$ cat config.mk
export PLATFORM = sky130hd
export DESIGN_NAME = conv_after_pool_cu
export DESIGN_NICKNAME = d
export VERILOG_FILES = /design/src/rtl/conv_after_pool_cu_pkg.sv /design/src/rtl/delay_3_1.sv /design/src/rtl/conv_after_pool_cu.sv
export SDC_FILE = /design/constraint.sdc
export NUM_CORES = 1
export LEC_CHECK = 0
export CORE_UTILIZATION = 49
export CTS_CLUSTER_SIZE = 24
export DETAILED_ROUTE_END_ITERATION = 12
export GPL_TIMING_DRIVEN = 1
export PLACE_DENSITY = 0.78
export SYNTH_ARGS = -nofsm -noshare
export SYNTH_HDL_FRONTEND = slang
export SYNTH_SLANG_ARGS = --single-unit
$ cat constraint.sdc
create_clock -name clk -period 5.8 [get_ports clk]
set_clock_uncertainty 0.05 [all_clocks]
set_input_delay 1.16 -clock clk [delete_from_list [all_inputs] [get_ports clk]]
set_output_delay 1.16 -clock clk [all_outputs]
set_load 0.02 [all_outputs]
$ cat src/rtl/conv_after_pool_cu_pkg.sv
// Shared types and size helpers for the post-pooling convolution control units.
// Sibling control units reuse the FSM encodings and the derived-size functions.
package conv_after_pool_cu_pkg;

  typedef enum logic [1:0] {IDLE, READ, HOLD} main_state_e;
  typedef enum logic {EMPTY, FULL} hand_state_e;

  // Read-cycle strobes carried to the MAC; wr marks the final tap of the last group.
  typedef struct packed {
    logic en;
    logic first;
    logic last;
    logic clear;
    logic wr;
  } mac_strobe_t;

  function automatic int calc_groups(input int depth, input int units);
    return (depth + units - 1) / units;
  endfunction

  function automatic int calc_ofm(input int ifm, input int k);
    return ifm - k + 1;
  endfunction

  // Counter width that stays at least one bit for degenerate sizes.
  function automatic int cnt_w(input int n);
    return (n > 1) ? $clog2(n) : 1;
  endfunction

endpackage

$ cat src/rtl/delay_3_1.sv
// Fixed-latency register pipeline with synchronous active-low clear.
// Keeps strobes aligned with the memory read latency.
module delay_3_1 #(
  parameter int WIDTH        = 1,
  parameter int delay_cycles = 1
) (
  input  logic             clk,
  input  logic             reset,
  input  logic [WIDTH-1:0] d,
  output logic [WIDTH-1:0] q
);

  logic [delay_cycles-1:0][WIDTH-1:0] pipe;

  always_ff @(posedge clk) begin
    if (!reset) begin
      pipe <= '0;
    end else begin
      pipe[0] <= d;
      for (int i = 1; i < delay_cycles; i++) pipe[i] <= pipe[i-1];
    end
  end

  assign q = pipe[delay_cycles-1];

endmodule

$ cat src/rtl/conv_after_pool_cu.sv
// Control unit for the K x K stride-1 convolution fed by the pooling stage.
// Walks windows per depth group, drives MAC strobes, and hands finished maps downstream.
module conv_after_pool_cu
  import conv_after_pool_cu_pkg::*;
#(
  parameter int IFM_SIZE            = 3,
  parameter int IFM_DEPTH           = 16,
  parameter int KERNAL_SIZE         = 2,
  parameter int NUMBER_OF_UNITS     = 3,
  parameter int GROUPS              = calc_groups(IFM_DEPTH, NUMBER_OF_UNITS),
  parameter int OFM_SIZE            = calc_ofm(IFM_SIZE, KERNAL_SIZE),
  parameter int ADDRESS_SIZE_IFM    = $clog2(IFM_SIZE*IFM_SIZE),
  parameter int ADDRESS_SIZE_OFM    = $clog2(OFM_SIZE*OFM_SIZE),
  parameter int ADDRESS_SIZE_WEIGHT = $clog2(GROUPS*KERNAL_SIZE*KERNAL_SIZE)
) (
  input  logic                           clk,
  input  logic                           reset,
  input  logic                           start_from_previous,
  output logic                           end_to_previous,
  output logic                           ifm_enable_read_current,
  output logic [ADDRESS_SIZE_IFM-1:0]    ifm_address_read_current,
  output logic [$clog2(GROUPS)-1:0]      ifm_sel_current,
  output logic [ADDRESS_SIZE_WEIGHT-1:0] weight_address,
  output logic                           mac_enable,
  output logic                           mac_first,
  output logic                           mac_last,
  output logic [ADDRESS_SIZE_OFM-1:0]    psum_address,
  output logic                           psum_clear,
  output logic                           ofm_enable_write_next,
  output logic [ADDRESS_SIZE_OFM-1:0]    ofm_address_write_next,
  output logic                           start_to_next,
  input  logic                           end_from_next
);

  localparam int OW = cnt_w(OFM_SIZE);
  localparam int KW = cnt_w(KERNAL_SIZE);
  localparam int GW = $clog2(GROUPS);
  localparam int AI = ADDRESS_SIZE_IFM;
  localparam int AO = ADDRESS_SIZE_OFM;
  localparam int AW = ADDRESS_SIZE_WEIGHT;
  localparam int SW = $bits(mac_strobe_t);

  localparam logic [OW-1:0] O_MAX    = OW'(OFM_SIZE-1);
  localparam logic [KW-1:0] K_MAX    = KW'(KERNAL_SIZE-1);
  localparam logic [GW-1:0] G_MAX    = GW'(GROUPS-1);
  localparam logic [AI-1:0] IFM_A    = AI'(IFM_SIZE);
  localparam logic [AO-1:0] OFM_A    = AO'(OFM_SIZE);
  localparam logic [AO-1:0] OFM_LAST = AO'(OFM_SIZE*OFM_SIZE-1);
  localparam logic [AW-1:0] K_A      = AW'(KERNAL_SIZE);
  localparam logic [AW-1:0] KK_A     = AW'(KERNAL_SIZE*KERNAL_SIZE);

  main_state_e state, state_n;
  hand_state_e hstate, hstate_n;

  logic [OW-1:0] orow, ocol;
  logic [KW-1:0] kr, kc;
  logic [GW-1:0] ifm_sel;
  logic [AO-1:0] wr_addr;
  logic          pending;
  logic          mem_full;
  logic          rd_en;
  logic          kc_last, kr_last, ocol_last, orow_last, tap_final;

  assign kc_last   = (kc == K_MAX);
  assign kr_last   = (kr == K_MAX);
  assign ocol_last = (ocol == O_MAX);
  assign orow_last = (orow == O_MAX);
  assign tap_final = kc_last && kr_last && ocol_last && orow_last;
  assign mem_full  = (hstate == FULL);
  assign rd_en     = (state == READ);

  // Main sequencing FSM
  always_ff @(posedge clk) begin
    if (!reset) state <= IDLE;
    else        state <= state_n;
  end

  always_comb begin
    state_n = state;
    case (state)
      IDLE: if (start_from_previous || pending)
              state_n = (ifm_sel == G_MAX && mem_full) ? HOLD : READ;
      READ: if (tap_final) state_n = IDLE;
      HOLD: if (!mem_full) state_n = READ;
      default: state_n = IDLE;
    endcase
  end

  // A start that lands while busy is remembered once; a second one is dropped.
  always_ff @(posedge clk) begin
    if (!reset)
      pending <= 1'b0;
    else if (state == IDLE && (start_from_previous || pending))
      pending <= 1'b0;
    else if (state != IDLE && start_from_previous)
      pending <= 1'b1;
  end

  // Window/tap counters, nested orow > ocol > kr > kc; all wrap to 0 after the final tap.
  always_ff @(posedge clk) begin
    if (!reset) begin
      orow    <= '0;
      ocol    <= '0;
      kr      <= '0;
      kc      <= '0;
      ifm_sel <= '0;
    end else if (rd_en) begin
      if (kc_last) begin
        kc <= '0;
        if (kr_last) begin
          kr <= '0;
          if (ocol_last) begin
            ocol <= '0;
            orow <= orow_last ? '0 : orow + 1'b1;
          end else begin
            ocol <= ocol + 1'b1;
          end
        end else begin
          kr <= kr + 1'b1;
        end
      end else begin
        kc <= kc + 1'b1;
      end
      if (tap_final) ifm_sel <= (ifm_sel == G_MAX) ? '0 : ifm_sel + 1'b1;
    end
  end

  assign end_to_previous          = (state == IDLE);
  assign ifm_enable_read_current  = rd_en;
  assign ifm_sel_current          = ifm_sel;
  assign ifm_address_read_current = (AI'(orow) + AI'(kr)) * IFM_A + AI'(ocol) + AI'(kc);
  assign weight_address           = AW'(ifm_sel) * KK_A + AW'(kr) * K_A + AW'(kc);

  // Read-cycle strobes, delayed one cycle to line up with the memory data.
  mac_strobe_t   strb_rd, strb_mac;
  logic [AO-1:0] psum_rd;
  logic [SW+AO-1:0] mac_d, mac_q;

  always_comb begin
    strb_rd       = '0;
    strb_rd.en    = rd_en;
    strb_rd.first = rd_en && (kr == '0) && (kc == '0);
    strb_rd.last  = rd_en && kr_last && kc_last;
    strb_rd.clear = rd_en && (ifm_sel == '0);
    strb_rd.wr    = rd_en && kr_last && kc_last && (ifm_sel == G_MAX);
  end

  assign psum_rd = AO'(orow) * OFM_A + AO'(ocol);
  assign mac_d   = {strb_rd, psum_rd};

  delay_3_1 #(.WIDTH(SW+AO), .delay_cycles(1)) u_mac_dly (
    .clk   (clk),
    .reset (reset),
    .d     (mac_d),
    .q     (mac_q)
  );

  assign {strb_mac, psum_address} = mac_q;
  assign mac_enable = strb_mac.en;
  assign mac_first  = strb_mac.first;
  assign mac_last   = strb_mac.last;
  assign psum_clear = strb_mac.clear;

  // Finished sums leave the MAC one cycle after the last tap of a last-group window.
  delay_3_1 #(.WIDTH(1), .delay_cycles(1)) u_wr_dly (
    .clk   (clk),
    .reset (reset),
    .d     (strb_mac.wr),
    .q     (ofm_enable_write_next)
  );

  always_ff @(posedge clk) begin
    if (!reset)
      wr_addr <= '0;
    else if (ofm_enable_write_next)
      wr_addr <= (wr_addr == OFM_LAST) ? '0 : wr_addr + 1'b1;
  end

  assign ofm_address_write_next = wr_addr;

  // Hand-off FSM for the next-layer memory
  always_ff @(posedge clk) begin
    if (!reset) hstate <= EMPTY;
    else        hstate <= hstate_n;
  end

  always_comb begin
    hstate_n = hstate;
    case (hstate)
      EMPTY: if (ofm_enable_write_next && wr_addr == OFM_LAST) hstate_n = FULL;
      FULL:  if (end_from_next) hstate_n = EMPTY;
      default: hstate_n = EMPTY;
    endcase
  end

  assign start_to_next = mem_full && end_from_next;

endmodule

-- Yosys cells after proc, flatten, opt, wreduce, memory -nomap -nowiden
Index checks and enable logic that the tools add are counted.
- word-level logic and storage cells: 73
- bits in registers: 21
- output and inout port bits: 24
- mux-type cells: 14
- equal/unequal tests: 7
- multiply operators: 1
- $add $sub $neg: 12
- bitwise gates (word level): 4
- reductions and logical operators: 24
- operators with widths (operator ; count):
    logical AND 1 bit ; 14
    2-to-1 mux 2 bit ; 5
    adder 4 x 1 -> 4 bit ; 2
    2-to-1 mux 1 bit ; 6
    one-hot mux 2 bit (3 select lines) ; 1
    AND reduction 3 bit ; 2
    adder 5 x 1 -> 5 bit ; 1
    adder 5 x 2 -> 5 bit ; 1
    adder 1 bit (second input constant) ; 4
    == test 2 bit (second input constant) ; 2
    multiplier 2 x 2 -> 4 bit (second input constant) ; 1
    inequality test 2 x 1 -> 1 bit (second input constant) ; 2
    NOT 1 bit ; 4
    AND reduction 2 bit ; 2
    AND reduction 4 bit ; 1
    adder 3 x 1 -> 3 bit (second input constant) ; 1
    == test 3 bit (second input constant) ; 1
    logical NOT 3 bit ; 1
    2-to-1 mux 3 bit ; 1
    adder 1 x 1 -> 2 bit ; 1
    adder 2 x 1 -> 2 bit ; 1
    adder 2 x 1 -> 2 bit (second input constant) ; 1
    == test 2 x 1 -> 1 bit (second input constant) ; 1
    logical NOT 2 bit ; 1
    5 further kinds ; 5

-- Logic depth before layout (Yosys ltp)
- depth in word-level cells: 5
- mapped depth: 6

-- By module
Synthesis repeated with hierarchy kept, for this count alone.
- cells, all modules: 103
- area, all modules: 1019.7 um2
- modules (own cells, without submodules) (module ; seq. area each (um2) ; area each (um2) ; cells each ; times used):
    conv_after_pool_cu ; 260.2 ; 809.5 ; 87 ; 1
    delay_3_1 (u_mac_dly) ; 140.1 ; 183.9 ; 14 ; 1
    delay_3_1 (u_wr_dly) ; 20.0 ; 26.3 ; 2 ; 1

-- Worst setup path before layout
OpenSTA, ideal clock, no wires.
- path type: reg2out
- start: reg kr
- end: out ifm_address_read_current[2]
- required time: 4.590 ns
- cell stages (with the launch flop): 6
- path buffers: 0
- data arrival time: 1.941 ns
- setup slack: 2.649 ns
- cells stage by stage: dfxtp_1 inv_1 fa_1 ha_1 fa_1 xor2_1
- cells in the longest elaborated chain, start to end: 4
- ends and longest elaborated chain (item ; line ; source):
    from (decl) ; conv_after_pool_cu.sv:56 ; logic [KW-1:0] kr, kc;
    from (signal assigned) ; conv_after_pool_cu.sv:119 ; kr <= kr + 1'b1;
    adder 1 x 1 -> 2 bit ; conv_after_pool_cu.sv:131 ; assign ifm_address_read_current = (AI'(orow) + AI'(kr)) * IFM_A + AI'(ocol) + AI'(kc);
    multiplier 2 x 2 -> 4 bit ; conv_after_pool_cu.sv:131 ;
    adder 4 x 1 -> 4 bit (2 in series) ; conv_after_pool_cu.sv:131 ;
    to (decl) ; conv_after_pool_cu.sv:21 ; output logic [ADDRESS_SIZE_IFM-1:0] ifm_address_read_current,
Every way passes these cells.

-- Final worst setup path
Ends and elaborated chain as after synthesis.

==> results.txt <==
Beginning of the worst hold path: u_mac_dly.q[2]$_SDFF_PN0_. The signal on the critical path passes through inv_1 > fa_1 > ha_1 > fa_1 > xor2_1 > clkdlybuf4s50_1. The clock transition at the registers of the reported paths is 0.12 ns. Leakage dissipation: 0.515 nW. TritonCTS built the clock tree. The depth of the worst hold-timing path works out to 1. Global routing consumed, over all layers together, 18.9% of the routing resources. Of the cells placed in the final design, the portion with a size suffix greater than 1 is 7.87%. Pin placement for this block handled 28 I/O pins.

CTS placed an instance of clkbuf_4 at the clock tree root. At the pin with the least slew margin, the transition time is 0.397 ns. Summed over all nets, the half-perimeter wirelength after detailed placement is 1360 microns. For hold timing, the worst endpoint is u_wr_dly.q$_SDFF_PN0_. The tools report the post-synthesis instance total as 102.

The tools report the capturing point of the worst reg2reg path as state[0]$_SDFFE_PN0P_. The final sum of negative setup slack is 0 ns. The kind of cell adding the most delay to the critical path was adder cells.

VDD sags by at most 0.166 mV. The arrival time at the worst endpoint was 2.79 ns. The logs give 3 for the total clock buffers created by CTS and 1780 sq um for the placeable core area. The fraction of power consumed by sequential logic came out at 58.9%. The H-tree depth came out at 1.

The number of hold violations in the final report was 0; the post-cts resize count was 0. The floorplan step defined a die boundary enclosing 2160 sq um. Setup repair after global routing left no endpoint under its margin. The share of total power dissipated in combinational logic is 14.4%.

The first global-routing pass estimated 2920 microns of wire. The run gives 729 as the number of global-route vias before repair. Across all hold checks on the routed design, the worst slack comes to 0.415 ns. In the routed layout, each cell is associated on average with a via count of 4.96. The share of the cycle needed by the critical path after routing is 69.0%, and the die boundary width is 46.5 microns. The delay of the slowest critical-path stage was 0.62 ns; the number of design rule violations left after detail routing was 0. Summed over all layers, the global routing overflow is 0.

Signal routing reaches up to met3. Counting both buffers and inverters, the worst setup path holds a total of 2. The routed wire length on met3 came out at 88 microns.

Cell type with the largest total area after synthesis: dfxtp_1. The routability congestion estimate from global placement is 0.732. After detailed routing, the average wire length per cell comes to 11.5 microns.

The mapped netlist covers 968 sq um. The total length of routed wires was 1750 microns; the fraction of power spent switching nets was 26.4%. Across all register-to-register paths, the minimum setup slack is 4.31 ns. At the later pin of the worst-skew pair, clock insertion delay measures 0.31 ns. The detailed router placed 754 vias in this run. For this run, the top clock speed supported by timing is 250 MHz. The post-synthesis sequential area ratio was 43.4%. Yosys attributes the largest share of cell area to dfxtp_1, ha_1, fa_1, buf_4, a21oi_1. The number of antenna diodes in the final layout is 0. On the critical path, the stage with the largest delay is an instance of clkdlybuf4s50_1. Setup violations remaining at the end of the flow were counted as 0. In the layout the commonest cells are clkdlybuf4s50_1, dfxtp_1, nor2_1.

STA classifies the critical path startpoint as a flip-flop. Count of different cell masters after synthesis: 31. The run gives 0 as the count of buffers added by post-CTS timing repair for setup. The maximum clock insertion buffer count is 2. The worst-case reg-to-reg path depth is 4, and the data required time at the worst endpoint is 4.59 ns. The post-layout instance count excluding filler cells was 152. Counting I/O delays and the setup requirement, the final critical path takes 4.00 ns. The detailed-route wire length on metal 1 is 804 microns. The power density over the cells is 207 nW/um^2, and the pin count of the biggest net entering global routing is 14. The logs give 26.7% for the share of power burned in the clock network and 0 for the number of nets with antenna violations after routing.

The analysis attributes to net switching a power of 0.0686 mW. The worst setup path is captured at an output port. The largest fanout of any net on the critical path was 8. After synthesis the netlist holds a flip-flop and latch count of 21.

The startpoint identified for the worst register-to-register timing path is state[1]$_SDFFE_PN0P_. Worst relative slew slack: 73.5%. The height of the die was 46.5 microns. For the total internal power, the log shows 0.192 mW. Counting stages on the worst path, the most repeated cell is fa_1. The number of violations of the max-capacitance limit was 0. Synthesis produced a netlist with a net count of 115. After detailed routing, the met2 layer carries 860 microns of wire. The filler cells instantiated in the layout total 146. Yosys printed 0 warnings.

The number of nets in the layout was 141. The path class of the lowest-slack min-delay path is reg -> reg. The first routing iteration left 10 violations. CTS saw 21 sinks.

Before antenna repair, the detailed router went through 4 iterations. The classification of the worst setup path is reg -> out. The number of port buffers is 27. The area growth from synthesis to layout is 29.7%. The floorplan has 15 rows. Initial antenna violation count: 0. In this run, post-CTS hold repair placed 0 buffers.

The area share of the leading cell type in the synthesized netlist came out at 43.4%. Most common cell after layout, fill and taps aside: clkdlybuf4s50_1. Starting density of the core: 54.3%. For the number of slew-limit violations in the final report, the log shows 0.

The flow ran to the end, and the final reports show no timing, DRC or antenna violations. After detailed placement, the design holds a cell count of 148. The mean post-synth cell area came out at 9.49 sq um.
-- sequential cells by signal (all words and copies together), names as in the netlist --
| register | count |
|---|---|
| kc | 1 |
| ocol | 1 |
| state | 2 |
| kr | 1 |
| ifm_sel_current | 3 |
| u_wr_dly.q | 1 |
| ofm_address_write_next | 2 |
| orow | 1 |
| pending | 1 |
| hstate | 1 |
| u_mac_dly.q | 7 |
-- power by group through the flow --
stage               Combinational [mW]  Sequential, mW  Clock [mW]
floorplan                       0.0217           0.157           0
global placement                0.0368           0.156           0
detailed placement              0.0377           0.157           0
CTS                             0.0379           0.153      0.0705
global route                    0.0412           0.154      0.0769
finish                          0.0376           0.153      0.0695
-- synthesized netlist by cell type --
| cell type | n |
|---|---|
| a21oi_1 | 7 |
| a31oi_1 | 1 |
| and2_1 | 3 |
| and2_2 | 1 |
| and3b_1 | 1 |
| buf_4 | 5 |
| clkbuf_1 | 1 |
| dfxtp_1 | 21 |
| fa_1 | 2 |
| ha_1 | 7 |
| inv_1 | 8 |
| mux2_2 | 1 |
| mux2i_1 | 2 |
| nand2_1 | 6 |
| nand2b_1 | 1 |
| nand3_1 | 1 |
| nand3b_1 | 2 |
| nand4_2 | 1 |
| nor2_1 | 9 |
| nor3_1 | 3 |
| nor3b_1 | 1 |
| nor4_1 | 1 |
| nor4b_1 | 1 |
| o21ai_0 | 6 |
| o221a_2 | 1 |
| or2_2 | 1 |
| or3_1 | 2 |
| or3_2 | 1 |
| or4_1 | 2 |
| xnor2_1 | 2 |
| xor2_1 | 1 |
-- worst max path at each step --
stage / start / to / slack [ns] / cells past startpoint
after detailed placement: kr$_SDFFE_PN0P_ / ifm_address_read_current[2] / 2.16 / 6
after global placement: kr$_SDFFE_PN0P_ / ifm_address_read_current[2] / 2.24 / 6
after global routing: kr$_SDFFE_PN0P_ / ifm_address_read_current[2] / 1.65 / 6
final: kr$_SDFFE_PN0P_ / ifm_address_read_current[2] / 1.80 / 6
after floorplan: kr$_SDFFE_PN0P_ / ifm_address_read_current[2] / 2.65 / 5
after CTS: kr$_SDFFE_PN0P_ / ifm_address_read_current[2] / 1.81 / 6
-- routing by layer --
metal | global-route usage, % | vias to the layer above
li1 | - | 387
met1 | 22.0 | 346
met2 | 33.1 | 21
met3 | 5.88 | 0
met4 | 4.71 | 0
met5 | 0 | -
-- cell type report --
cell class / instances / area [sq um] / share of cell area (%)
clock buffer: 3 / 22.5 / 1.79
clock inverter: 1 / 5.00 / 0.398
inverter: 8 / 30.0 / 2.39
multi-input combinational: 67 / 477 / 37.9
sequential: 21 / 420 / 33.5
tap: 25 / 31.3 / 2.49
timing repair buffer: 27 / 270 / 21.5
-- logic make-up after synthesis --
family | count (synthesis) | share of synthesized area, %
DFF | 21 | 43.4
adders and majority gates | 9 | 13.2
AOI/OAI and AO/OA | 15 | 8.53
buffers and inverters | 14 | 7.36
muxes | 3 | 3.23
and+or+nand+nor | 37 | 21.6
xor gates and xnor gates | 3 | 2.71
-- metrics by stage --
| step | util, % | power (mW) | setup slack (ns) | instance area, sq um |
|---|---|---|---|---|
| after floorplan | - | 0.179 | 2.65 | 968 |
| after global placement | 68.9 | 0.193 | 2.24 | 1230 |
| after detailed placement | 68.9 | 0.194 | 2.16 | 1230 |
| after CTS | 70.5 | 0.262 | 1.81 | 1260 |
| after global routing | 70.5 | 0.272 | 1.65 | 1260 |
| final | 70.5 | 0.260 | 1.80 | 1260 |
No activity file was read; power rests on OpenSTA's default activity.
